`config.mk`:
```
export PLATFORM = sky130hd
export DESIGN_NAME = mc_control_fsm
export DESIGN_NICKNAME = d
export VERILOG_FILES = /design/src/rtl/mc_control_fsm.sv
export SDC_FILE = /design/constraint.sdc
export NUM_CORES = 1
export LEC_CHECK = 0
export CELL_PAD_IN_SITES_DETAIL_PLACEMENT = 1
export CELL_PAD_IN_SITES_GLOBAL_PLACEMENT = 1
export CORE_MARGIN = 4
export CORE_UTILIZATION = 40
export CTS_BUF_LIST = sky130_fd_sc_hd__clkbuf_4 sky130_fd_sc_hd__clkbuf_8
export DETAILED_ROUTE_END_ITERATION = 8
export DONT_BUFFER_PORTS = 1
export GPL_ROUTABILITY_DRIVEN = 0
export GPL_TIMING_DRIVEN = 0
export PLACE_DENSITY = 0.73
export SYNTH_ARGS = -nofsm -noshare
export SYNTH_HDL_FRONTEND = slang
export SYNTH_SLANG_ARGS = --single-unit
```
`constraint.sdc`:
```
create_clock -name clk -period 2.4 [get_ports clk]
set_clock_uncertainty 0.2 [all_clocks]
set_input_delay 0.12 -clock clk [delete_from_list [all_inputs] [get_ports clk]]
set_output_delay 0.12 -clock clk [all_outputs]
set_load 0.05 [all_outputs]
```
`src/rtl/mc_control_fsm.sv`:
```
// mc_control_fsm: multicycle RISC-V style control FSM with INPUT/OUTPUT instructions, retire counter
// and an optional illegal-opcode trap state (enabled by defining MC_CTRL_TRAP_EN).
module mc_control_fsm #(
    parameter logic [6:0] OP_INPUT  = 7'b0001011,
    parameter logic [6:0] OP_OUTPUT = 7'b0101011
) (
    input  logic        clk,
    input  logic        rst,
    input  logic [6:0]  op,
    input  logic [2:0]  funct3,
    input  logic        funct7_5,
    input  logic        Zero,
    output logic        PCWrite,
    output logic        IRWrite,
    output logic        MemWrite,
    output logic        RegWrite,
    output logic        AdrSrc,
    output logic        InputSRC,
    output logic        OutputSRC,
    output logic [1:0]  ResultSrc,
    output logic [1:0]  ALUSrcA,
    output logic [1:0]  ALUSrcB,
    output logic [1:0]  ImmSrc,
    output logic [2:0]  ALUControl,
    output logic [3:0]  state,
    output logic [15:0] instret,
    output logic        trap
);
    localparam logic [6:0] OP_LOAD  = 7'b0000011;
    localparam logic [6:0] OP_STORE = 7'b0100011;
    localparam logic [6:0] OP_RTYPE = 7'b0110011;
    localparam logic [6:0] OP_ITYPE = 7'b0010011;
    localparam logic [6:0] OP_BEQ   = 7'b1100011;

    typedef enum logic [3:0] {
        S_FETCH    = 4'd0,
        S_DECODE   = 4'd1,
        S_MEMADR   = 4'd2,
        S_MEMREAD  = 4'd3,
        S_MEMWB    = 4'd4,
        S_MEMWRITE = 4'd5,
        S_EXECUTER = 4'd6,
        S_EXECUTEI = 4'd7,
        S_ALUWB    = 4'd8,
        S_BEQ      = 4'd9,
        S_INPUT    = 4'd10,
        S_OUTPUT   = 4'd11,
        S_TRAP     = 4'd12
    } state_t;

    state_t cur, nxt, tgt;
    logic pcw_r, inc;
    logic n_pcw, n_irw, n_mw, n_rw, n_adr, n_in, n_out;
    logic [1:0] n_rs, n_sa, n_sb, n_imm;
    logic [2:0] n_alu, alu_op;

    // Next-state logic; reset forces the target state to FETCH so outputs follow it on the same edge
    always_comb begin
        nxt = S_FETCH;
        case (cur)
            S_FETCH:  nxt = S_DECODE;
            S_DECODE: begin
                if (op == OP_LOAD || op == OP_STORE) nxt = S_MEMADR;
                else if (op == OP_RTYPE) nxt = S_EXECUTER;
                else if (op == OP_ITYPE) nxt = S_EXECUTEI;
                else if (op == OP_BEQ) nxt = S_BEQ;
                else if (op == OP_INPUT) nxt = S_INPUT;
                else if (op == OP_OUTPUT) nxt = S_OUTPUT;
`ifdef MC_CTRL_TRAP_EN
                else nxt = S_TRAP;
`else
                else nxt = S_FETCH;
`endif
            end
            S_MEMADR:   nxt = (op == OP_LOAD) ? S_MEMREAD : S_MEMWRITE;
            S_MEMREAD:  nxt = S_MEMWB;
            S_EXECUTER: nxt = S_ALUWB;
            S_EXECUTEI: nxt = S_ALUWB;
`ifdef MC_CTRL_TRAP_EN
            S_TRAP:     nxt = S_TRAP;
`endif
            default:    nxt = S_FETCH;
        endcase
        tgt = rst ? S_FETCH : nxt;
        inc = (nxt == S_FETCH) && (cur != S_FETCH) && (cur != S_TRAP);
        alu_op = (funct3 == 3'b000) ? ((tgt == S_EXECUTER && funct7_5) ? 3'b001 : 3'b000) :
                 (funct3 == 3'b010) ? 3'b101 :
                 (funct3 == 3'b110) ? 3'b011 :
                 (funct3 == 3'b111) ? 3'b010 : 3'b000;
    end

    // Output decode of the state being entered, so registered outputs line up with the state register
    always_comb begin
        n_pcw = 1'b0;
        n_irw = 1'b0;
        n_mw  = 1'b0;
        n_rw  = 1'b0;
        n_adr = 1'b0;
        n_in  = 1'b0;
        n_out = 1'b0;
        n_rs  = 2'b00;
        n_sa  = 2'b00;
        n_sb  = 2'b00;
        n_imm = 2'b00;
        n_alu = 3'b000;
        case (tgt)
            S_FETCH: begin
                n_irw = 1'b1;
                n_pcw = 1'b1;
                n_sb  = 2'b10;
                n_rs  = 2'b10;
            end
            S_DECODE: begin
                n_sa  = 2'b01;
                n_sb  = 2'b01;
                n_imm = 2'b10;
            end
            S_MEMADR: begin
                n_sa  = 2'b10;
                n_sb  = 2'b01;
                n_imm = (op == OP_LOAD) ? 2'b00 : 2'b01;
            end
            S_MEMREAD:  n_adr = 1'b1;
            S_MEMWB: begin
                n_rs = 2'b01;
                n_rw = 1'b1;
            end
            S_MEMWRITE: begin
                n_adr = 1'b1;
                n_mw  = 1'b1;
            end
            S_EXECUTER: begin
                n_sa  = 2'b10;
                n_alu = alu_op;
            end
            S_EXECUTEI: begin
                n_sa  = 2'b10;
                n_sb  = 2'b01;
                n_alu = alu_op;
            end
            S_ALUWB:    n_rw = 1'b1;
            S_BEQ: begin
                n_sa  = 2'b10;
                n_alu = 3'b001;
            end
            S_INPUT: begin
                n_in = 1'b1;
                n_rw = 1'b1;
            end
            S_OUTPUT:   n_out = 1'b1;
            default:    n_pcw = 1'b0;
        endcase
    end

    // State register, registered outputs and retired-instruction counter
    always_ff @(posedge clk) begin
        cur        <= tgt;
        pcw_r      <= n_pcw;
        IRWrite    <= n_irw;
        MemWrite   <= n_mw;
        RegWrite   <= n_rw;
        AdrSrc     <= n_adr;
        InputSRC   <= n_in;
        OutputSRC  <= n_out;
        ResultSrc  <= n_rs;
        ALUSrcA    <= n_sa;
        ALUSrcB    <= n_sb;
        ImmSrc     <= n_imm;
        ALUControl <= n_alu;
        if (rst) instret <= 16'd0;
        else if (inc) instret <= instret + 16'd1;
    end

`ifdef MC_CTRL_TRAP_EN
    // Sticky trap flag, cleared only by reset
    always_ff @(posedge clk) begin
        trap <= rst ? 1'b0 : (trap | (tgt == S_TRAP));
    end
`else
    assign trap = 1'b0;
`endif

    // Branch PC update is taken straight from the ALU zero flag while in BEQ
    assign PCWrite = pcw_r | ((cur == S_BEQ) & Zero);
    assign state   = cur;
endmodule

```
Word level (Yosys, flattened, before mapping)
Cells that the tools add are included.
{"block": "op_classes", "addsub": 1, "n_eq_ne": 28, "mux": 26, "bitwise_logic": 2, "n_reduce_logical": 15}
{"op": "two-way mux 4 bit", "n": 7}
{"op": "equality test 4 x 3 -> 1 bit (second input constant)", "n": 6}
{"op": "equality test 7 x 6 -> 1 bit (second input constant)", "n": 3}
{"op": "equality test 4 bit (second input constant)", "n": 5}
{"op": "one-hot mux 4 bit (5 select lines)", "n": 1}
{"op": "adder 16 x 1 -> 16 bit (second input constant)", "n": 1}
{"op": "equality test 4 x 2 -> 1 bit (second input constant)", "n": 4}
{"op": "one-hot mux 2 bit (2 select lines)", "n": 4}
{"op": "logical NOT 4 bit", "n": 3}
{"op": "two-way mux 3 bit", "n": 3}
{"op": "equality test 4 x 1 -> 1 bit (second input constant)", "n": 2}
{"op": "two-way mux 1 bit", "n": 8}
{"op": "equality test 7 x 2 -> 1 bit (second input constant)", "n": 1}
{"op": "equality test 7 x 4 -> 1 bit (second input constant)", "n": 1}
{"op": "equality test 7 x 5 -> 1 bit (second input constant)", "n": 1}
{"op": "equality test 7 bit (second input constant)", "n": 1}
{"op": "equality test 3 bit (second input constant)", "n": 2}
{"op": "one-hot mux 3 bit (2 select lines)", "n": 1}
{"op": "OR reduction 2 bit", "n": 3}
{"op": "OR reduction 3 bit", "n": 2}
{"op": "two-way mux 2 bit", "n": 2}
{"op": "!= test 4 bit (second input constant)", "n": 1}
{"op": "nonzero test 4 bit", "n": 1}
{"op": "OR reduction 4 bit", "n": 1}
{"op": "6 further kinds", "n": 8}
{"block": "totals", "regBits": 37, "out_inout_bits": 39, "word_cells": 85}

Depth between registers and ports, before layout
Gate-level depths: netlist of the first run.
{"block": "logic_depth", "word_depth": 14, "ltp_mapped": 8}

Worst setup path after synthesis of the first run
OpenSTA, ideal clock, no wires.
{"block": "synth_timing", "path_type": "register to register", "start": "register cur[1] (netlist: state[1])", "end": "register instret[13]", "setup_ns": 0.121, "t_arrival_ns": 1.999, "path_slack_ns": 0.080, "path_stages_with_launch": 7, "period_less_slack_ns": 2.320, "cell_sequence": "dfxtp_1 > and3b_1 > o21bai_1 > nand2_1 > clkbuf_1 > nor4_1 > mux2_2"}
{"block": "synth_between", "elab_chain_cells": 6, "elab_cells_between_ends": 13, "classes_between": "6 x eq/ne; 1 x mux; 6 x reduce/logical"}
{"element": "start, declared", "line": "51", "text": "state_t cur, nxt, tgt;"}
{"element": "start signal, assigned", "line": "157", "text": "cur <= tgt;"}
{"element": "equality test 4 x 3 -> 1 bit", "line": "60", "text": "case (cur)"}
{"element": "OR reduction 2 bit (no line)"}
{"element": "one-hot mux 4 bit (5 select lines)", "line": "60"}
{"element": "logical NOT 4 bit", "line": "85", "text": "inc = (nxt == S_FETCH) && (cur != S_FETCH) && (cur != S_TRAP);"}
{"element": "logical AND 1 bit", "line": "85"}
{"element": "logical AND 1 bit *", "line": "85"}
{"element": "end signal, assigned", "line": "171", "text": "else if (inc) instret <= instret + 16'd1;"}
{"element": "end, declared", "line": "26", "text": "output logic [15:0] instret,"}
Mark *: on every way between the ends. The rest lies on a longest branch, timed or not.
A chain may end at the register's enable or synchronous reset.

Worst setup path after layout of the first run
{"block": "layout_timing", "start": "register cur[2] (netlist: state[2])", "end": "register instret[9]"}
Same word-level chain as after synthesis.

==> results.py, run 1 <==
metrics = {
    "worst_setup_path": {
        "reg2reg_depth": 7,
        "reg2reg_setup_slack_ns": 0.10,
        "crit_type": "flip-flop to flip-flop",
        "cp-start-kind": "flip-flop",
        "worstPathMaxFanout": 10,
        "crit_arrival_ns": 2.25,
        "required_ns": 2.36,
        "worst_setup_path_end_kind": "flip-flop",
    },
    "yosys": {
        "synth.cell_area_sq_um": 1760,
        "synth-compound-area-share": 0.196,
        "synth_mux_area_frac": 0.00640,
        "ys_warn_count": 0,
        "synth_xor_area_frac": 0.00996,
        "synth_nets": 207,
        "async_reset_ff_frac": 0,
        "synthFlopType": "dfxtp_1",
        "synth_top_family_by_area": "simple AND/OR/NAND/NOR gates",
        "syn_inst": 192,
        "synth-simple-area-share": 0.325,
        "yosys.area.top_type": "dfxtp_1",
        "synth.area.top_cells": "dfxtp_1, o31ai_1, or4_1",
        "syn_area_per_cell_sq_um": 9.16,
        "synth-seq-cells": 34,
        "yosysUniqueCellTypes": 53,
        "synthAdderAreaFrac": 0.00711,
        "ys_seq_area_frac": 0.387,
        "synth_edf_count": 0,
        "synth_top_area_frac": 0.387,
    },
    "hold_path": {
        "hp-class": "primary input to flip-flop",
        "holdPathStages": 3,
    },
    "finish": {
        "utilization": 0.495,
        "layout.nets": 220,
        "most-common-layout-cells": "dfxtp_1, a21oi_1, nor2_1, o31ai_1, or4_1",
        "diodes": 0,
        "drive_gt1_frac": 0.233,
        "layout_commonest_cell": "dfxtp_1",
        "areaGrowthSynthToFinish_pct": 15.8,
    },
    "clock_network": {
        "cts.sinks": 34,
        "clockBufferDepth": 2,
        "clkLatencyLatePin_ns": 0.28,
        "cts_buffers": 5,
        "cts-root-buf": "clkbuf_8",
        "cts_tree": "built",
        "htreeDepth": 2,
        "post_cts_buffers": 0,
        "clk_pin_slew_ns": 0.07,
    },
    "sta": {
        "final-hold-violation-count": 0,
        "max_freq_mhz": 435,
        "setup_viol": 0,
        "worstMarginPinSlew_ns": 0.618,
        "min_period_over_period": 0.958,
        "finalCriticalPeriod_ns": 2.30,
        "slew_headroom": 0.587,
        "finalSetupTns_ns": 0,
        "holdWs_ns": 0.0299,
        "setup_ws_ns": 0.101,
        "maxSlewViolCount": 0,
    },
    "route": {
        "post_drt_wl_per_cell_um": 18.9,
        "initialDrtViolationCount": 108,
        "ant_nets": 0,
        "vias": 1548,
        "avgViaCountPerCell": 6.05,
        "routed_wl_um": 4840,
        "firstDrtPassIters": 4,
        "drcViolationCount": 0,
    },
    "floorplan": {
        "core_area_sq_um": 4120,
        "die-height_um": 74.3,
        "die_w_um": 74.3,
        "start_util": 0.427,
        "io_pins": 53,
        "die-area_sq_um": 5520,
        "rows": 23,
    },
    "pwr": {
        "p_leak_uw": 0.000709,
        "irDropWorstVdd_mv": 0.273,
        "p_per_area_nw_per_um2": 604,
    },
    "outcome": {
        "outcome": "finished, final reports clean",
    },
    "global_routing": {
        "track_usage": 0.189,
        "grt_pass1_wl_um": 8020,
        "antenna_found_initial": 0,
        "gr-total-overflow": 0,
        "grt_max_degree": 11,
        "grt_pass1_vias": 1648,
    },
    "job": {
        "maxCapViolations": 0,
    },
    "placement": {
        "hpwl_um": 3590,
        "post-place-ws_ns": -0.280,
        "io_buffer_count": 0,
    },
}
[layout make-up]
type	count	area, sq um
fill	469	2080
multi-input combinational	137	983
sequential	34	702
clock buffer	8	110
buffer	14	91.3
tap	50	62.6
timing repair buffer	6	60.1
inverter	7	27.5
[per-stage QoR]
step / area [sq um] / power (uW) / cells
after global routing: 2040 / 1280 / 256
after CTS: 2000 / 1240 / 256
final: 2040 / 1230 / 256
after detailed placement: 1820 / 740 / 242
after floorplan: 1760 / 718 / 192
after global placement: 1820 / 736 / 242
[worst max-delay path: stages (launching register included)]
cell	delay, ns
dfxtp_2	0.60
nor2_1	0.09
o21bai_1	0.26
nand2_1	0.12
clkbuf_1	0.24
clkbuf_2	0.25
o31ai_1	0.31
a21oi_1	0.10
[registers in the layout, summed over array words and instances (netlist names)]
register and flops:
instret 16, state 4, ALUControl 3, ALUSrcA 2, ALUSrcB 1, AdrSrc 1, ImmSrc 1, InputSRC 1
MemWrite 1, OutputSRC 1, RegWrite 1, ResultSrc 1, pcw_r 1
[power breakdown]
group	internal, uW	total, uW	switching, uW	leakage (uW)
logic	45.7	125	79.6	0.000370
clock network	290	494	204	0.0000575
registers	571	611	40.2	0.000281
total	906	1230	324	0.000709
[timing repair]
action	4_1_cts	5_1_grt
cloned	0	0
gates resized for setup	6	12
hold endpoints to repair	4	0
hold buffers	6	0
endpoints found under the setup margin	24	19
[worst paths after layout]
path	from	to
worst min-delay path	op[4]	ImmSrc[0]
worst min register to register	instret[7]	instret[7]
worst max-delay path	state[2]	instret[9]
worst max register to register	state[2]	instret[9]
[logic make-up after synthesis]
| group | Yosys count |
|---|---|
| flip-flops | 34 |
| XOR/XNOR | 2 |
| adder cells (fa/ha/maj) | 1 |
| AND/OR/NAND/NOR | 85 |
| other | 1 |
| AO/OA/AOI/OAI | 47 |
| multiplexers | 1 |
| buffers and inverters | 21 |
[synth_stat cells (all sizes together), types with 3 or more instances]
| cell | instances |
|---|---|
| a21boi | 3 |
| a21oi | 17 |
| a31oi | 3 |
| and3 | 4 |
| and4 | 3 |
| buf | 8 |
| clkbuf | 6 |
| dfxtp | 34 |
| inv | 6 |
| nand2 | 11 |
| nand3 | 6 |
| nand4 | 7 |
| nor2 | 12 |
| nor3 | 4 |
| nor4 | 4 |
| nor4b | 3 |
| o21ai | 3 |
| o31ai | 12 |
| or3 | 3 |
| or4 | 12 |
[routing by layer]
metal / up-vias / track usage / share of wire
met3: 7 / 0.0716 / 0.051
li1: 752 / - / -
met2: 33 / 0.324 / 0.51
met5: - / 0 / 0
met1: 756 / 0.222 / 0.43
met4: 0 / 0.0494 / 0.012
Note: power is estimated with default switching activity, not from simulation.
==> inputs of run 2 (changes only) <==
- CELL_PAD_IN_SITES_DETAIL_PLACEMENT: 1 -> 0
- CTS_CLUSTER_SIZE: default -> 24
- SLEW_MARGIN: default -> 40
==> run 2 against run 1 <==
Non-clock buffer count is 1 higher; global-route usage is 0.31 points lower; sequential share of layout area is 0.70 points lower; first-iteration DRC count is 7.4% higher; sequential power hardly changed; cell count is 0.39% higher; flip-flop and latch count stayed put; register-to-register slack hardly changed; count of clock-buffer cells in the layout is 3 lower; setup slack worse by 0.0052 ns.
==> results.py, run 2 (synthesis results as in run 1) <==
metrics = {
    "global_routing": {
        "gr-total-overflow": 0,
        "track_usage": 0.186,
        "grt_pass1_wl_um": 7910,
        "antenna_found_initial": 0,
        "grt_max_degree": 13,
        "grt_pass1_vias": 1616,
    },
    "pwr": {
        "irDropWorstVdd_mv": 0.349,
        "p_per_area_nw_per_um2": 664,
        "p_total_uw": 1380,
        "p_leak_uw": 0.000722,
    },
    "floorplan": {
        "die_w_um": 74.3,
        "rows": 23,
        "die-area_sq_um": 5520,
        "die-height_um": 74.3,
        "io_pins": 53,
        "core_area_sq_um": 4120,
        "start_util": 0.427,
    },
    "sta": {
        "min_period_over_period": 0.960,
        "worstMarginPinSlew_ns": 0.634,
        "max_freq_mhz": 434,
        "final-hold-violation-count": 0,
        "slew_headroom": 0.577,
        "maxSlewViolCount": 0,
        "setup_viol": 0,
        "finalSetupTns_ns": 0,
        "rsz0062_at_grt": "false",
        "finalCriticalPeriod_ns": 2.30,
    },
    "route": {
        "vias": 1570,
        "avgViaCountPerCell": 6.11,
        "drcViolationCount": 0,
        "ant_nets": 0,
        "initialDrtViolationCount": 116,
        "firstDrtPassIters": 4,
        "routed_wl_um": 4790,
        "post_drt_wl_per_cell_um": 18.6,
    },
    "worst_setup_path": {
        "worst_setup_path_end_kind": "flip-flop",
        "required_ns": 2.40,
        "path_cells": "buf_6 -> or4b_4 -> nor4b_4 -> o21bai_2 -> clkinv_2 -> nand2_4 -> o32ai_2",
        "path_delay_family": "simple AND/OR/NAND/NOR gates",
        "crit_arrival_ns": 2.31,
        "worstPathMaxFanout": 9,
        "slowest_stage": "or4b_4",
        "crit_buf_inv": 2,
        "crit_type": "flip-flop to flip-flop",
        "cp-start-kind": "flip-flop",
        "cpPeakStageDelay_ns": 0.59,
    },
    "finish": {
        "largest_reg_flops": 16,
        "layout_commonest_cell": "dfxtp_1",
        "diodes": 0,
        "areaGrowthSynthToFinish_pct": 17.8,
        "most-common-layout-cells": "dfxtp_1, a21oi_1, nor2_1, o31ai_1, or4_1",
        "drive_gt1_frac": 0.222,
        "largest-register": "instret",
        "n_fill_cell": 407,
        "layout.nets": 221,
    },
    "clock_network": {
        "clockBufferDepth": 2,
        "cts-root-buf": "clkbuf_8",
        "cts_buffers": 5,
        "cts_tree": "built",
        "htreeDepth": 2,
        "clk_pin_slew_ns": 0.08,
        "cts.sinks": 34,
        "clkLatencyLatePin_ns": 0.29,
    },
    "placement": {
        "io_buffer_count": 0,
        "hpwl_um": 3300,
    },
    "job": {
        "maxCapViolations": 0,
    },
    "hold_path": {
        "hp-class": "primary input to flip-flop",
    },
    "outcome": {
        "outcome": "finished, final reports clean",
    },
}
[run 2: routing by layer]
layer	GRT usage	part of all wire
met1	0.228	0.43
met2	0.308	0.49
met3	0.0635	0.067
met4	0.0573	0.018
met5	0	0
[run 2: area by class of cell]
type | count | area (sq um) | area share
Clock buffer | 5 | 68.8 | 0.0332
Buffer | 14 | 91.3 | 0.0441
Timing Repair Buffer | 7 | 70.1 | 0.0338
Clock inverter | 3 | 68.8 | 0.0332
Inverter | 7 | 27.5 | 0.0133
Sequential cell | 34 | 699 | 0.338
Multi-Input combinational cell | 137 | 983 | 0.475
Tap cell | 50 | 62.6 | 0.0302
[run 2: path summary, 6_finish.rpt]
check / startpoint / end / slack (ns) / cells past startpoint
setup / recovery: state[3] / ALUControl[0] / 0.1 / 7
hold / removal: op[4] / ImmSrc[0] / 0.02 / 3
setup reg to reg: state[3] / ALUControl[0] / 0.1 / 7
hold reg to reg: instret[7] / instret[7] / 0.41 / 2
[run 2: through the flow]
stage	setup WS, ns	area (sq um)	hold slack (ns)	instances	util
6_report	0.0961	2070	0.0169	257	0.503
5_1_grt	0.00180	2070	0.00768	257	0.503
4_1_cts	0.00968	2040	0.00264	257	0.495
3_5_place_dp	-0.229	1820	0.00808	242	0.443
3_3_place_gp	-0.188	1820	-0.000286	242	0.443
2_1_floorplan	0.0805	1760	-0.00303	192	-
[run 2: worst reg2reg max path, stage by stage (launching register included)]
cell      delay, ns
dfxtp_4        0.41
buf_6          0.16
or4b_4         0.59
nor4b_4        0.26
o21bai_2       0.15
clkinv_2       0.13
nand2_4        0.08
o32ai_2        0.25
[run 2: report_power, final]
| group | switching (uW) | total, uW | internal [uW] |
|---|---|---|---|
| logic | 81.4 | 128 | 46.8 |
| registers | 39.6 | 610 | 570 |
| clock network | 222 | 638 | 416 |
| total | 342 | 1380 | 1030 |
[run 2: repair_timing]
item,CTS,global route
hold endpoints to repair,5,0
endpoints found under the setup margin,24,19
hold buffers,7,0
cloned,0,0
buffers inserted,0,0
gates resized for setup,5,13
==> inputs of run 3 (changes only) <==
- CORE_UTILIZATION: 40 -> 30
- PLACE_DENSITY: 0.73 -> 0.59
==> run 3 against run 2 <==
Core utilization down 14 points; sequential power about the same; setup slack gained 0.020 ns; combinational power is essentially flat; total power is 14% lower; global-route usage decreased by 4.7 points; first-iteration DRC count decreased by 41%; non-clock buffer count is the same; count of clock-buffer cells in the layout increased by 1; critical path type unchanged; critical endpoint is now instret[1]; largest cell class unchanged.
==> results.py, run 3 (synthesis results as in run 1) <==
metrics = {
    "worst_setup_path": {
        "cpPeakStageDelay_ns": 0.57,
        "worst_setup_path_end_kind": "flip-flop",
        "required_ns": 2.42,
        "cp-start-kind": "flip-flop",
        "r2r-end": "instret[1]",
        "path_cells": "buf_6 -> or4b_4 -> a21oi_2 -> buf_4 -> buf_4 -> o21ai_0 -> a21oi_1",
        "cp_num_cells": 7,
        "worstPathMaxFanout": 10,
        "reg2reg_depth": 7,
        "regToRegStartpoint": "state[3]",
        "crit_arrival_ns": 2.30,
        "crit_type": "flip-flop to flip-flop",
        "slowest_stage": "or4b_4",
        "crit_buf_inv": 3,
        "reg2reg_setup_slack_ns": 0.12,
        "crit_top_cell": "buf_4",
        "path_delay_family": "simple AND/OR/NAND/NOR gates",
    },
    "global_routing": {
        "grt_pass1_vias": 1502,
        "antenna_found_initial": 0,
        "track_usage": 0.138,
        "grt_pass1_wl_um": 7890,
        "grt_max_degree": 12,
        "gr-total-overflow": 0,
    },
    "sta": {
        "max_freq_mhz": 438,
        "final-hold-violation-count": 0,
        "min_period_over_period": 0.952,
        "maxSlewViolCount": 0,
        "setup_viol": 0,
        "holdWs_ns": 0.0176,
        "slew_headroom": 0.553,
        "setup_ws_ns": 0.116,
        "rsz0062_at_grt": "false",
        "finalCriticalPeriod_ns": 2.28,
        "worstMarginPinSlew_ns": 0.670,
    },
    "floorplan": {
        "rows": 27,
        "die_w_um": 84.6,
        "start_util": 0.314,
        "die-area_sq_um": 7150,
        "die-height_um": 84.6,
        "io_pins": 53,
        "core_area_sq_um": 5610,
    },
    "finish": {
        "areaGrowthSynthToFinish_pct": 16.0,
        "largest_reg_flops": 16,
        "n_fill_cell": 619,
        "drive_gt1_frac": 0.232,
        "largest-register": "instret",
        "layout_commonest_cell": "dfxtp_1",
        "layout.nets": 221,
        "diodes": 0,
        "most-common-layout-cells": "dfxtp_1, a21oi_1, nor2_1, o31ai_1, or4_1",
    },
    "clock_network": {
        "clkLatencyLatePin_ns": 0.29,
        "cts-root-buf": "clkbuf_8",
        "cts.sinks": 34,
        "cts_buffers": 5,
        "htreeDepth": 2,
        "clockBufferDepth": 2,
        "clk_pin_slew_ns": 0.07,
        "cts_tree": "built",
    },
    "job": {
        "maxCapViolations": 0,
    },
    "route": {
        "firstDrtPassIters": 4,
        "routed_wl_um": 4930,
        "drcViolationCount": 0,
        "vias": 1571,
        "initialDrtViolationCount": 69,
        "post_drt_wl_per_cell_um": 17.7,
        "avgViaCountPerCell": 5.63,
        "ant_nets": 0,
    },
    "placement": {
        "io_buffer_count": 0,
        "post-place-ws_ns": -0.330,
        "hpwl_um": 3520,
    },
    "hold_path": {
        "hp-start": "op[4]",
        "holdPathStages": 3,
        "hold-path-endpoint": "ImmSrc[0]",
        "hp-class": "primary input to flip-flop",
    },
    "pwr": {
        "p_per_area_nw_per_um2": 583,
        "p_leak_uw": 0.000711,
        "irDropWorstVdd_mv": 0.242,
    },
    "outcome": {
        "outcome": "finished, final reports clean",
    },
}
-- run 3: repair_timing --
| action | 4_1_cts | 5_1_grt |
|---|---|---|
| resized for setup | 7 | 11 |
| buffers inserted | 0 | 0 |
| hold endpoints to repair | 5 | 0 |
| hold buffers | 7 | 0 |
| setup endpoints to repair | 24 | 15 |
-- run 3: final cells by class --
class                      count  area, sq um  share of cell area
multi-input combinational    137          965               0.473
sequential                    34          699               0.343
buffer                        14         93.8              0.0460
tap                           72         90.1              0.0441
clock buffer                   6         82.6              0.0405
timing repair buffer           7         70.1              0.0343
inverter                       7         27.5              0.0135
clock inverter                 2         12.5             0.00613
-- run 3: metrics by stage --
stage	cell area (sq um)	cells	total power [uW]	TNS [ns]	utilization
3_5_place_dp	1850	264	740	-4.29	0.330
4_1_cts	2030	279	1200	0	0.361
5_1_grt	2040	279	1240	0	0.364
6_report	2040	279	1190	0	0.364
3_3_place_gp	1850	264	738	-3.50	0.330
2_1_floorplan	1760	192	718	0	-
-- run 3: report_power, final --
group,internal (uW),switching [uW]
clock,231,223
combinational,47.0,79.2
sequential,570,39.8
-- run 3: worst register-to-register path, cell delays in order, from the launching register on --
cell and delay (ns):
dfxtp_4 0.41, buf_6 0.15, or4b_4 0.57, a21oi_2 0.20
buf_4 0.21, buf_4 0.20, o21ai_0 0.10, a21oi_1 0.18
-- run 3: layer usage --
layer | vias up | wire length [um] | part of all wire | GRT usage
met5 | - | 0 | 0 | 0
met4 | 0 | 68 | 0.014 | 0.0504
met3 | 7 | 355 | 0.072 | 0.0500
met2 | 53 | 2290 | 0.46 | 0.214
met1 | 757 | 2220 | 0.45 | 0.177
li1 | 754 | - | - | -
-- run 3: worst max path at each step --
stage	startpoint	to
after floorplan	state[1]	instret[13]
after global placement	state[1]	instret[13]
after detailed placement	state[1]	instret[4]
after CTS	state[3]	instret[7]
after global routing	instret[7]	instret[12]
final	state[3]	instret[1]
